**src/rtl/sram_req_ctrl.sv**
```systemverilog
// sram_req_ctrl: request front-end for a 1R1W byte-masked memory macro.
// Writes pass straight through to the W0_* pins. Reads issue on R0_* under a
// two-credit scheme, and responses are returned strictly in issue order.
// The macro's 1-cycle read latency is absorbed by a bypass path and a 2-entry
// response buffer, so rsp_ready may be held low for any number of cycles.
//
// Ports:
//   clock, reset_n              single clock; async active-low reset
//   wr_valid/wr_ready/wr_*      write request channel (never stalls)
//   rd_valid/rd_ready/rd_addr   read request channel (credit + collision gated)
//   rsp_valid/rsp_ready/rsp_data read response channel
//   W0_*, R0_*                  macro write / read port pins
//
// Optional build macro SRAM_REQ_CTRL_FWD_EN:
//   When it is defined, a same-address read is no longer stalled behind a write.
//   The read issues alongside the write, and the written bytes are merged into
//   the response, which gives write-first data.
//   When it is undefined, a same-address read waits one cycle behind the write.

module sram_req_ctrl #(
  parameter  int ADDR_W    = 10,
  parameter  int DATA_W    = 32,
  localparam int MASK_W    = DATA_W / 8,
  localparam int RSP_DEPTH = 2
) (
  input  logic              clock,
  input  logic              reset_n,
  // write request
  input  logic              wr_valid,
  output logic              wr_ready,
  input  logic [ADDR_W-1:0] wr_addr,
  input  logic [DATA_W-1:0] wr_data,
  input  logic [MASK_W-1:0] wr_mask,
  // read request
  input  logic              rd_valid,
  output logic              rd_ready,
  input  logic [ADDR_W-1:0] rd_addr,
  // read response
  output logic              rsp_valid,
  input  logic              rsp_ready,
  output logic [DATA_W-1:0] rsp_data,
  // macro pins
  output logic              W0_en,
  output logic [ADDR_W-1:0] W0_addr,
  output logic [DATA_W-1:0] W0_data,
  output logic [MASK_W-1:0] W0_mask,
  output logic              R0_en,
  output logic [ADDR_W-1:0] R0_addr,
  input  logic [DATA_W-1:0] R0_data
);

  // run is low throughout reset and for the first edge after it, so that
  // rd_ready comes up as 0 out of reset.
  logic              run;
  logic              inflight;
  logic [1:0]        count;
  logic              wptr;
  logic              rptr;
  logic [DATA_W-1:0] rsp_buf [RSP_DEPTH];

  logic              collision;
  logic              credit;
  logic              issue;
  logic              head_vld;
  logic              push;
  logic              pop;
  logic [1:0]        occupancy;
  logic [DATA_W-1:0] rd_word;

  // ---------------- write path: pure pass-through ----------------
  assign wr_ready = 1'b1;
  assign W0_en    = wr_valid;
  assign W0_addr  = wr_addr;
  assign W0_data  = wr_data;
  assign W0_mask  = wr_mask;

  // ---------------- read issue ----------------
  assign collision = wr_valid & rd_valid & (wr_addr == rd_addr);

  // One credit is held by an outstanding macro read and one by each buffered
  // word. Two credits in total keep the buffer from ever overflowing.
  assign occupancy = count + {1'b0, inflight};
  assign credit    = (occupancy < 2'd2);

`ifdef SRAM_REQ_CTRL_FWD_EN
  assign rd_ready = run & credit;
`else
  // The write wins a same-address collision. The read retries next cycle and
  // then observes the written data.
  assign rd_ready = run & credit & ~collision;
`endif

  assign issue   = rd_valid & rd_ready;
  assign R0_en   = issue;
  assign R0_addr = rd_addr;

  // ---------------- macro read data (optionally merged) ----------------
`ifdef SRAM_REQ_CTRL_FWD_EN
  logic [DATA_W-1:0] fwd_data;
  logic [MASK_W-1:0] fwd_mask;

  // Capture the colliding write alongside the read. A non-colliding read
  // captures an empty mask, so its response is the raw macro data.
  always_ff @(posedge clock or negedge reset_n) begin
    if (!reset_n) begin
      fwd_data <= '0;
      fwd_mask <= '0;
    end else if (issue) begin
      fwd_data <= wr_data;
      fwd_mask <= collision ? wr_mask : '0;
    end
  end

  always_comb begin
    rd_word = R0_data;
    for (int i = 0; i < MASK_W; i++) begin
      if (fwd_mask[i]) rd_word[8*i +: 8] = fwd_data[8*i +: 8];
    end
  end
`else
  assign rd_word = R0_data;
`endif

  // ---------------- response path ----------------
  // When the buffer is empty, macro data bypasses straight to the output.
  // Otherwise the head of the buffer is presented, which preserves order.
  assign head_vld  = (count != 2'd0);
  assign rsp_valid = head_vld | inflight;
  assign rsp_data  = head_vld ? rsp_buf[rptr] : rd_word;

  // Arriving data is stored when it cannot leave this cycle: either it is
  // queued behind older data, or the bypass is not accepted.
  assign push = inflight & (head_vld | ~rsp_ready);
  assign pop  = head_vld & rsp_ready;

  always_ff @(posedge clock or negedge reset_n) begin
    if (!reset_n) begin
      run      <= 1'b0;
      inflight <= 1'b0;
      count    <= 2'd0;
      wptr     <= 1'b0;
      rptr     <= 1'b0;
    end else begin
      run      <= 1'b1;
      inflight <= issue;
      if (push) wptr <= ~wptr;
      if (pop)  rptr <= ~rptr;
      case ({push, pop})
        2'b10:   count <= count + 2'd1;
        2'b01:   count <= count - 2'd1;
        default: count <= count;
      endcase
    end
  end

  // Storage needs no reset: the count qualifies every entry.
  always_ff @(posedge clock) begin
    if (push) rsp_buf[wptr] <= rd_word;
  end

endmodule

```
**config.mk**
```make
export PLATFORM = sky130hd
export DESIGN_NAME = sram_req_ctrl
export DESIGN_NICKNAME = d
export VERILOG_FILES = /design/src/rtl/sram_req_ctrl.sv
export SDC_FILE = /design/constraint.sdc
export NUM_CORES = 1
export LEC_CHECK = 0
export BUFFER_PORTS_ARGS = -buffer_cell sky130_fd_sc_hd__buf_2
export CORE_MARGIN = 2
export CORE_UTILIZATION = 46
export CTS_BUF_LIST = sky130_fd_sc_hd__clkbuf_4
export DETAILED_ROUTE_END_ITERATION = 16
export PLACE_DENSITY_LB_ADDON = 0.08
export SLEW_MARGIN = 20
export SYNTH_ARGS = -nofsm -noshare
export SYNTH_HDL_FRONTEND = slang
export SYNTH_SLANG_ARGS = --single-unit
```
**constraint.sdc**
```tcl
create_clock -name clock -period 3.1 [get_ports clock]
set_input_delay 0.62 -clock clock [delete_from_list [all_inputs] [get_ports clock]]
set_output_delay 0.62 -clock clock [all_outputs]
set_load 0.05 [all_outputs]
```
==> results of run 1 <==
cells in the mapped netlist:
cell type                  instances
sky130_fd_sc_hd__a21oi_1          31
sky130_fd_sc_hd__a21oi_2           2
sky130_fd_sc_hd__and2_1            1
sky130_fd_sc_hd__and3_1            1
sky130_fd_sc_hd__buf_2             3
sky130_fd_sc_hd__buf_4            59
sky130_fd_sc_hd__buf_6             7
sky130_fd_sc_hd__conb_1            1
sky130_fd_sc_hd__dfrtp_1           6
sky130_fd_sc_hd__edfxtp_1         64
sky130_fd_sc_hd__ha_1              1
sky130_fd_sc_hd__inv_1             2
sky130_fd_sc_hd__mux2i_1          32
sky130_fd_sc_hd__nand2_1           1
sky130_fd_sc_hd__nand3_1           2
sky130_fd_sc_hd__nand4_1           1
sky130_fd_sc_hd__nor2_1           36
sky130_fd_sc_hd__nor3b_1           1
sky130_fd_sc_hd__nor4_1            1
sky130_fd_sc_hd__o21ai_0           1
sky130_fd_sc_hd__o21ai_2           1
sky130_fd_sc_hd__or2_4             1
sky130_fd_sc_hd__or3_1             1
sky130_fd_sc_hd__xnor2_1          13
sky130_fd_sc_hd__xor2_1            2
cells by family (layout without fill, tap and decap cells):
family                     count (synthesis)  after routing  share of synthesized area
AOI/OAI and AO/OA                         35             35                     0.0538
xor gates and xnor gates                  15             15                     0.0379
adders and majority gates                  1              1                    0.00361
buffers and inverters                     71            135                      0.157
DFF                                       70             70                      0.598
muxes                                     32             32                     0.0924
other                                      1              2                    0.00108
and+or+nand+nor                           46             46                     0.0567
per-layer routing:
layer  track usage  up-vias  part of all wire
met4        0.0682        0             0.013
met3        0.0367       18             0.062
met1         0.169      926              0.43
met5             0        -                 0
li1              -     1013                 -
met2         0.227       69              0.50
power breakdown:
group / leakage, uW / switching, uW / internal [uW] / total, uW
Combinational: 0.000862 / 1610 / 554 / 2170
Sequential: 0.000652 / 92.7 / 1170 / 1260
Clock: 0.0000727 / 324 / 248 / 572
cell type report:
class	instances	share of cell area
clock inverter	7	0.0190
clock buffer	9	0.0177
sequential	70	0.542
tap	99	0.0324
multi-input combinational	131	0.227
inverter	2	0.00196
timing repair buffer	117	0.160
path summary, 6_finish.rpt:
check / start / end / cells after the start
min in group clock: R0_data[27] / rsp_buf[0][27] / 1
setup reg to reg: count[0] / count[1] / 5
hold reg to reg: count[1] / count[1] / 1
hold / removal: reset_n / run / 1
max in group asynchronous: reset_n / rptr / 1
setup / recovery: count[0] / rsp_data[21] / 4
layout by cell type, fill, tap and decap left out, drive strengths merged, types with 4 or more instances in the layout:
master,n
xnor2,13
buf,117
dfrtp,6
clkbuf,9
nor2,36
edfxtp,64
a21oi,33
mux2i,32
inv,4
through the flow:
step | utilization | hold slack, ns
global route | 0.525 | 0.00782
global placement | 0.505 | 0.459
floorplan | - | 0.324
detailed placement | 0.505 | 0.457
finish | 0.525 | 0.0436
CTS | 0.525 | 0.00858
sequential cells by signal, summed over array words and instances (netlist names):
signal    flops
rptr          1
wptr          1
count         2
run           1
rsp_buf      64
inflight      1
worst register-to-register path: cells and delay by family, from the launching register on:
kind / cells / cell delay, ns
AOI/OAI and AO/OA: 1 / 0.46
xor gates and xnor gates: 1 / 0.15
adders and majority gates: 1 / 0.33
DFF: 1 / 0.45
and+or+nand+nor: 2 / 0.63
==> results.txt, run 1 <==
Final worst slack -> 0.472 ns
Number of vias per cell -> 4.66
Vert. Die Dim -> 90.8 um
Syn Inst Count -> 271
IO Port Bufs -> 112
Remaining routing DRC violations -> 0
Half-perimeter wire length after placement -> 3820 um
Register-to-register setup slack -> 1.02 ns
Post-synth top area share -> 0.554
Number of max-slew violations in the final report -> 0
Level count of the clock H-tree -> 3
Cells traversed along the worst timing path -> or2_4 -> nor2_1 -> a21oi_1 -> buf_2
Average routed wire per standard cell -> 13.0 um
Maximum vdd ir drop -> 0.697 mV
Number of filler cells placed in the layout -> 708
Post-Route Skew -> 0.0140 ns
Number of gates resized after CTS -> 0
Initial core utilization -> 0.475
Setup Total Neg Slack -> 0 ns
Maximum cell stage delay along the critical path -> 0.60 ns
Total global routing overflow -> 0
Maximum number of pins on one net before global-route repair -> 67
Pwr per Cell Area -> 1040 nW/um2
Combined area of the multi-input logic cells -> 870 um2
Number of buffers created by CTS -> 9
Area used by sequential logic in the layout -> 2070 um2
Endpoint arrival time on the critical path -> 2.01 ns
Detailed Route WL -> 5670 um
Setup repair bufs after CTS -> 0
Number of hold buffers added after CTS -> 0
Boundary pin count -> 186
Max transition margin -> 0.522
Worst Path Max Fanout -> 66
Number of antenna violations at the first check in global routing -> 0
Kind of cell adding the most delay to the critical path -> simple AND/OR/NAND/NOR gates
Required time of the worst setup path -> 2.48 ns
Sinks on Clock Net -> 70
Total design power -> 4000 uW
Fraction of final layout cells sized beyond drive strength 1 -> 0.417
Kind of start point of the critical path -> flip-flop
Mapped Avg Cell Area -> 12.8 um2
Initial DRT Pass Iterations -> 4
Cell area after technology mapping -> 3470 um2
Antenna diode count -> 0
Kind of end point of the critical path -> output port
CTS tree -> done
Cell type contributing the most total cell area after synthesis -> sky130_fd_sc_hd__edfxtp_1
Final GP Congestion -> 0.715
Cell count after placement -> 419
Cell Rows -> 31
Final antenna-violating net count -> 0
All-Layer GR Usage -> 0.138
Count of synthesis-stage warnings from yosys -> 0
Total Die Area -> 8250 um2
Maximum achievable frequency -> 0.381 GHz
Root buffer selected by CTS -> sky130_fd_sc_hd__clkbuf_4
Placed Instance Area -> 3680 um2
Drt first-iter violations -> 52
Final Instance Count excl. Fillers -> 435
Overall via count from detail_route -> 2026
Count of unique library cells instantiated by Yosys -> 25
Transition time at the pin with the least slew margin -> 0.716 ns
Critical path buffers and inverters -> 1
Total non-filler cell area in the finished layout -> 3820 um2
Worst min-delay path category -> input port to asynchronous set/reset pin
Final period util -> 0.848
Register bit total from synthesis -> 70
Die X-Extent -> 90.8 um
Clock slew seen by the registers of the worst setup and hold paths -> 0.11 ns
Standby leakage power -> 0.00159 uW
Final setup vio count -> 0
Number of global-route vias before repair -> 1966
Placeable core region -> 7290 um2
Placement-stage worst setup slack -> 0.751 ns
Clk Latency, worst-skew pair -> 0.39 ns
Top area cells in the synthesized netlist -> sky130_fd_sc_hd__edfxtp_1 55%, sky130_fd_sc_hd__buf_4 13%, sky130_fd_sc_hd__mux2i_1 9.2%, sky130_fd_sc_hd__a21oi_1 4.5%, sky130_fd_sc_hd__dfrtp_1 4.3%
Run status -> finished, final reports clean
Area growth syn-to-layout -> 10.3%
Worst-path cell with the longest stage delay -> sky130_fd_sc_hd__or2_4
Post-synthesis sequential area ratio -> 0.598
Maximum number of buffers from clock root to sink -> 2
Hold violation total from the final report -> 0
Net total in the final layout -> 425
Maxcap violations -> 0
Type of the setup path with the least slack -> flip-flop to output port
First-pass GRT wire length -> 9010 um
Time the worst path needs with I/O delays and setup -> 2.63 ns
Unrepaired setup endpoints after global routing -> false
Power figures use the tool's default switching activity.
==> inputs of run 2 (changes only) <==
- CORE_UTILIZATION: 46 -> 42
- clock period: 3.1 -> 2.3 ns (I/O delays scaled with it)
==> results.txt, run 2 (same netlist as run 1, synthesis figures left out) <==
Maxcap violations -> 0 (unchanged)
Total global routing overflow -> 0 (unchanged)
Number of vias per cell -> 4.72 (+1.4%)
Area growth syn-to-layout -> 14.5%
Pwr per Cell Area -> 1450 nW/um2 (+38%)
Average routed wire per standard cell -> 15.4 um (+19%)
Unrepaired setup endpoints after global routing -> false
Clk Latency, worst-skew pair -> 0.41 ns (+0.02 ns)
Cell Rows -> 33 (+6.5%)
All-Layer GR Usage -> 0.155 (+0.0171)
Antenna diode count -> 0 (unchanged)
Sinks on Clock Net -> 70 (unchanged)
Die X-Extent -> 94.9 um (+4.4%)
Hold violation total from the final report -> 0 (unchanged)
Post-Route Skew -> 0.0117 ns (-0.00231 ns)
Run status -> finished, final reports clean
Placeable core region -> 8090 um2 (+11%)
Maximum number of buffers from clock root to sink -> 2 (unchanged)
Required time of the worst setup path -> 1.84 ns (-0.64 ns)
Vert. Die Dim -> 94.9 um (+4.4%)
Kind of start point of the critical path -> flip-flop
Maximum number of pins on one net before global-route repair -> 19 (-72%)
Final GP Congestion -> 0.702 (-1.9%)
Kind of end point of the critical path -> output port
Standby leakage power -> 0.00164 uW (+3.1%)
Cell count after placement -> 426 (+1.7%)
Maximum achievable frequency -> 0.451 GHz
Worst min-delay path category -> input port to flip-flop
Top flop regs -> rsp_buf: 64 flops, count: 2 flops
Endpoint arrival time on the critical path -> 1.76 ns (-0.25 ns)
Boundary pin count -> 186 (unchanged)
Remaining routing DRC violations -> 0 (unchanged)
IO Port Bufs -> 112 (unchanged)
Root buffer selected by CTS -> sky130_fd_sc_hd__clkbuf_4
Initial core utilization -> 0.428 (-0.0470)
Half-perimeter wire length after placement -> 4040 um (+5.6%)
Type of the setup path with the least slack -> flip-flop to output port
Level count of the clock H-tree -> 3 (unchanged)
CTS tree -> done
Maximum vdd ir drop -> 0.601 mV (-14%)
Area used by sequential logic in the layout -> 2080 um2 (+0.12%)
Number of buffers created by CTS -> 9 (unchanged)
Time the worst path needs with I/O delays and setup -> 2.22 ns
Most used cells in the layout excluding fill and tap cells -> 105 x sky130_fd_sc_hd__buf_2, 64 x sky130_fd_sc_hd__edfxtp_1, 34 x sky130_fd_sc_hd__nor2_1
Combined area of the multi-input logic cells -> 910 um2 (+4.6%)
Minimum hold slack -> 0.248 ns (+0.205 ns)
First-pass GRT wire length -> 10100 um (+12%)
Detailed Route WL -> 6900 um (+22%)
Final Instance Count excl. Fillers -> 447 (+2.8%)
Drt first-iter violations -> 49 (-5.8%)
Worst Path Max Fanout -> 17 (-74%)
Number of max-slew violations in the final report -> 0 (unchanged)
Number of flip-flops in the largest register -> 64 (unchanged)
Total Die Area -> 9000 um2 (+9.1%)
Final period util -> 0.963
Number of filler cells placed in the layout -> 766 (+8.2%)
Number of antenna violations at the first check in global routing -> 0 (unchanged)
Final antenna-violating net count -> 0 (unchanged)
Net total in the final layout -> 431 (+1.4%)
Initial DRT Pass Iterations -> 4 (unchanged)
Final setup vio count -> 0 (unchanged)
Leading cell type in the layout, fill and taps excluded -> sky130_fd_sc_hd__buf_2
Register ranked first by flip-flop count -> rsp_buf
Overall via count from detail_route -> 2110 (+4.1%)
Clock slew seen by the registers of the worst setup and hold paths -> 0.11 ns (about the same)
Fraction of final layout cells sized beyond drive strength 1 -> 0.433 (+0.0161)
Number of global-route vias before repair -> 1973 (+0.36%)
==> run 2: cell count changes in the layout (fill, tap and decap cells not counted), sizes merged <==
| cell | change |
|---|---|
| buf | -4 |
| clkbuf | +6 |
| clkinvlp | -1 |
| dlygate4sd3 | +1 |
| clkinv | +1 |
| inv | -2 |
| or2 | +4 |
| bufinv | +1 |
==> run 2: report_power, final <==
group	switching [uW]	internal (uW)	leakage (uW)	total, uW
combinational	2330	855	0.000900	3190
sequential	97.0	1580	0.000650	1670
clock	430	451	0.0000864	881
==> run 2: area by class of cell <==
type | count | share of cell area
Sequential cell | 70 | 0.523
Tap cell | 105 | 0.0331
Clock inverter | 6 | 0.0218
Clock buffer | 10 | 0.0189
Multi-Input combinational cell | 135 | 0.229
Timing Repair Buffer | 119 | 0.172
Inverter | 2 | 0.00189
==> run 2: worst paths after layout <==
kind	from	cells past startpoint	to	slack (ns)
max reg2reg	count[0]	5	count[1]	0.38
min	R0_data[22]	1	rsp_buf[0][22]	0.25
max in group asynchronous	reset_n	2	count[1]	1.74
max	count[0]	3	rsp_data[21]	0.08
min in group asynchronous	reset_n	2	wptr	0.40
min reg2reg	wptr	1	wptr	0.56
==> run 2: timing repair <==
action | CTS | global route
endpoints found under the hold margin | 6 | 0
setup endpoints to repair | 32 | 33
hold buffers | 1 | 0
setup buffers | 0 | 0
pin swaps | 1 | 3
gates resized for setup | 4 | 11
gates cloned | 3 | 1
==> run 2: metrics by stage <==
| stage | util | area (um2) | power [uW] | setup slack, ns | setup TNS, ns |
|---|---|---|---|---|---|
| 6_report | 0.490 | 3970 | 5740 | 0.0849 | 0 |
| 4_1_cts | 0.487 | 3940 | 5740 | 0.00573 | 0 |
| 3_3_place_gp | 0.462 | 3740 | 4700 | 0.231 | 0 |
| 5_1_grt | 0.490 | 3970 | 6060 | 0.00127 | 0 |
| 2_1_floorplan | - | 3480 | 4330 | -0.126 | -8.06 |
| 3_5_place_dp | 0.462 | 3740 | 4710 | 0.225 | 0 |
==> run 2: metal layers <==
| layer | track usage | part of all wire | vias to the layer above |
|---|---|---|---|
| met5 | 0 | 0 | - |
| met4 | 0.0592 | 0.015 | 0 |
| met3 | 0.0551 | 0.066 | 17 |
| met2 | 0.257 | 0.51 | 73 |
| met1 | 0.186 | 0.41 | 989 |
| li1 | - | - | 1031 |
==> run 2: worst max-delay path: stages, from the launching register on <==
cell	delay, ns
sky130_fd_sc_hd__dfrtp_2	0.50
sky130_fd_sc_hd__or2_4	0.39
sky130_fd_sc_hd__a21oi_1	0.18
sky130_fd_sc_hd__buf_2	0.28
==> inputs of run 3 (changes only) <==
- CORE_MARGIN: 2 -> default
- GPL_TIMING_DRIVEN: default -> 0
==> results.txt, run 3 (same netlist as run 1, synthesis figures left out) <==
Run status -> finished, final reports clean
Placement-stage worst setup slack -> 0.265 ns (+0.0395 ns)
Overall via count from detail_route -> 2498 (+18%)
Kind of start point of the critical path -> flip-flop
Number of global-route vias before repair -> 2325 (+18%)
Sequential fraction of design power -> 0.257 (-0.034)
Leading cell type in the layout, fill and taps excluded -> sky130_fd_sc_hd__buf_2
Pwr per Cell Area -> 1340 nW/um2 (-7.5%)
Maximum vdd ir drop -> 0.753 mV (+25%)
Initial DRT Pass Iterations -> 4 (unchanged)
Area growth syn-to-layout -> 36.5%
Clock slew seen by the registers of the worst setup and hold paths -> 0.12 ns (about the same)
Required time of the worst setup path -> 1.84 ns (about the same)
Number of filler cells placed in the layout -> 664 (-13%)
Placeable core region -> 7850 um2 (-3.0%)
First-pass GRT wire length -> 10800 um (+6.7%)
Final setup vio count -> 0 (unchanged)
Root buffer selected by CTS -> sky130_fd_sc_hd__clkbuf_4
Initial core utilization -> 0.442 (+0.0134)
Endpoint arrival time on the critical path -> 1.76 ns (about the same)
Remaining routing DRC violations -> 0 (unchanged)
Cell count after placement -> 524 (+23%)
Startpoint of the worst-slack reg-to-reg timing path -> count[0]
Top flop regs -> rsp_buf: 64 flops, count: 2 flops
Transition time at the pin with the least slew margin -> 0.582 ns
Clock group share of total power -> 0.156 (+0.003)
Internal power component -> 3340 uW (+16%)
Comb power frac -> 0.587 (+0.032)
Sinks on Clock Net -> 70 (unchanged)
Max transition margin -> 0.611
Maxcap violations -> 0 (unchanged)
Final GP Congestion -> 0.734 (+4.5%)
Hold violation total from the final report -> 0 (unchanged)
Placed Instance Area -> 4410 um2 (+18%)
Time the worst path needs with I/O delays and setup -> 2.22 ns (+0.00489 ns)
Post-Route Skew -> 0.0182 ns (+0.00659 ns)
Final Instance Count excl. Fillers -> 543 (+21%)
Net switching component of the power -> 3000 uW (+4.7%)
Worst Path Max Fanout -> 10 (-7)
Half-perimeter wire length after placement -> 4870 um (+21%)
Number of buffers created by CTS -> 9 (unchanged)
Number of vias per cell -> 4.60 (-2.5%)
Sw frac -> 0.473 (-0.0251)
Antenna diode count -> 0 (unchanged)
CTS tree -> done
Detailed Route WL -> 7000 um (+1.5%)
Total Die Area -> 8620 um2 (-4.2%)
Kind of end point of the critical path -> output port
Most used cells in the layout excluding fill and tap cells -> 115 x sky130_fd_sc_hd__buf_2, 82 x sky130_fd_sc_hd__buf_4, 64 x sky130_fd_sc_hd__edfxtp_1
Level count of the clock H-tree -> 3 (unchanged)
Boundary pin count -> 186 (unchanged)
Maximum achievable frequency -> 0.450 GHz (-0.22%)
Number of antenna violations at the first check in global routing -> 0 (unchanged)
Minimum hold slack -> 0.249 ns (+0.00110 ns)
Type of the setup path with the least slack -> flip-flop to output port
Net total in the final layout -> 530 (+23%)
Maximum number of buffers from clock root to sink -> 2 (unchanged)
Total non-filler cell area in the finished layout -> 4730 um2 (+19%)
Number of flip-flops in the largest register -> 64 (unchanged)
Die X-Extent -> 92.9 um (-2.1%)
Final period util -> 0.965 (+0.00213)
All-Layer GR Usage -> 0.167 (+0.0114)
Worst min-delay path category -> input port to flip-flop
Standby leakage power -> 0.00213 uW (+30%)
Unrepaired setup endpoints after global routing -> true
Total design power -> 6330 uW (+10%)
Maximum number of pins on one net before global-route repair -> 20 (+1)
Vert. Die Dim -> 92.9 um (-2.1%)
Source of the worst hold timing path -> R0_data[22]
Clk Latency, worst-skew pair -> 0.40 ns (about the same)
Launch point of the critical path -> count[0]
Total global routing overflow -> 0 (unchanged)
Register ranked first by flip-flop count -> rsp_buf
Final antenna-violating net count -> 0 (unchanged)
Fraction of final layout cells sized beyond drive strength 1 -> 0.565 (+0.132)
Average routed wire per standard cell -> 12.9 um (-16%)
Number of max-slew violations in the final report -> 0 (unchanged)
Final worst slack -> 0.0800 ns (-0.00489 ns)
Drt first-iter violations -> 72 (+47%)
IO Port Bufs -> 148 (+32%)
Cell Rows -> 32 (-3.0%)
## run 3: worst paths after layout
kind	end	slack, ns	cells past startpoint
setup / recovery	rsp_data[12]	0.08	5
hold / removal	rsp_buf[0][22]	0.25	1
setup reg to reg	count[1]	0.62	5
hold reg to reg	wptr	0.57	1
max in group asynchronous	count[0]	1.73	2
min in group asynchronous	run	0.41	2
## run 3: area by class of cell
cell class	instances	area, um2	share of cell area
clock inverter	6	110	0.0233
inverter	2	7.51	0.00159
clock buffer	10	75.1	0.0159
multi-input combinational	131	891	0.188
buffer	69	544	0.115
sequential	70	2070	0.438
tap	102	128	0.0270
timing repair buffer	153	903	0.191
## run 3: critical path, stage by stage, from the launching register on
cell	delay, ns
sky130_fd_sc_hd__dfrtp_2	0.42
sky130_fd_sc_hd__or2_4	0.26
sky130_fd_sc_hd__buf_6	0.15
sky130_fd_sc_hd__buf_6	0.15
sky130_fd_sc_hd__a21oi_1	0.13
sky130_fd_sc_hd__clkbuf_4	0.25
## run 3: power groups by stage
stage | logic, uW | clock network (uW) | registers [uW]
after floorplan | 2670 | 0 | 1660
after global placement | 3400 | 0 | 1670
after detailed placement | 3460 | 0 | 1670
after CTS | 3550 | 1020 | 1630
after global routing | 3920 | 1060 | 1650
final | 3720 | 987 | 1630
## run 3: repair_timing
action	in CTS	in global routing
endpoints found under the setup margin	32	32
setup buffers	1	1
hold endpoints to repair	6	0
resized for setup	9	46
gates cloned	0	0
hold buffers	1	0
## run 3: through the flow
stage / TNS (ns) / util
6_report: 0 / 0.603
5_1_grt: -0.0332 / 0.603
4_1_cts: 0 / 0.591
3_5_place_dp: 0 / 0.563
3_3_place_gp: -70.81 / 0.554
2_1_floorplan: -8.06 / -
## run 3: per-layer routing
| layer | vias to the layer above | global-route usage | routed length [um] |
|---|---|---|---|
| li1 | 1226 | - | - |
| met1 | 1149 | 0.193 | 2900 |
| met2 | 117 | 0.290 | 3520 |
| met3 | 6 | 0.0468 | 517 |
| met4 | 0 | 0.0654 | 62 |
| met5 | - | 0 | 0 |
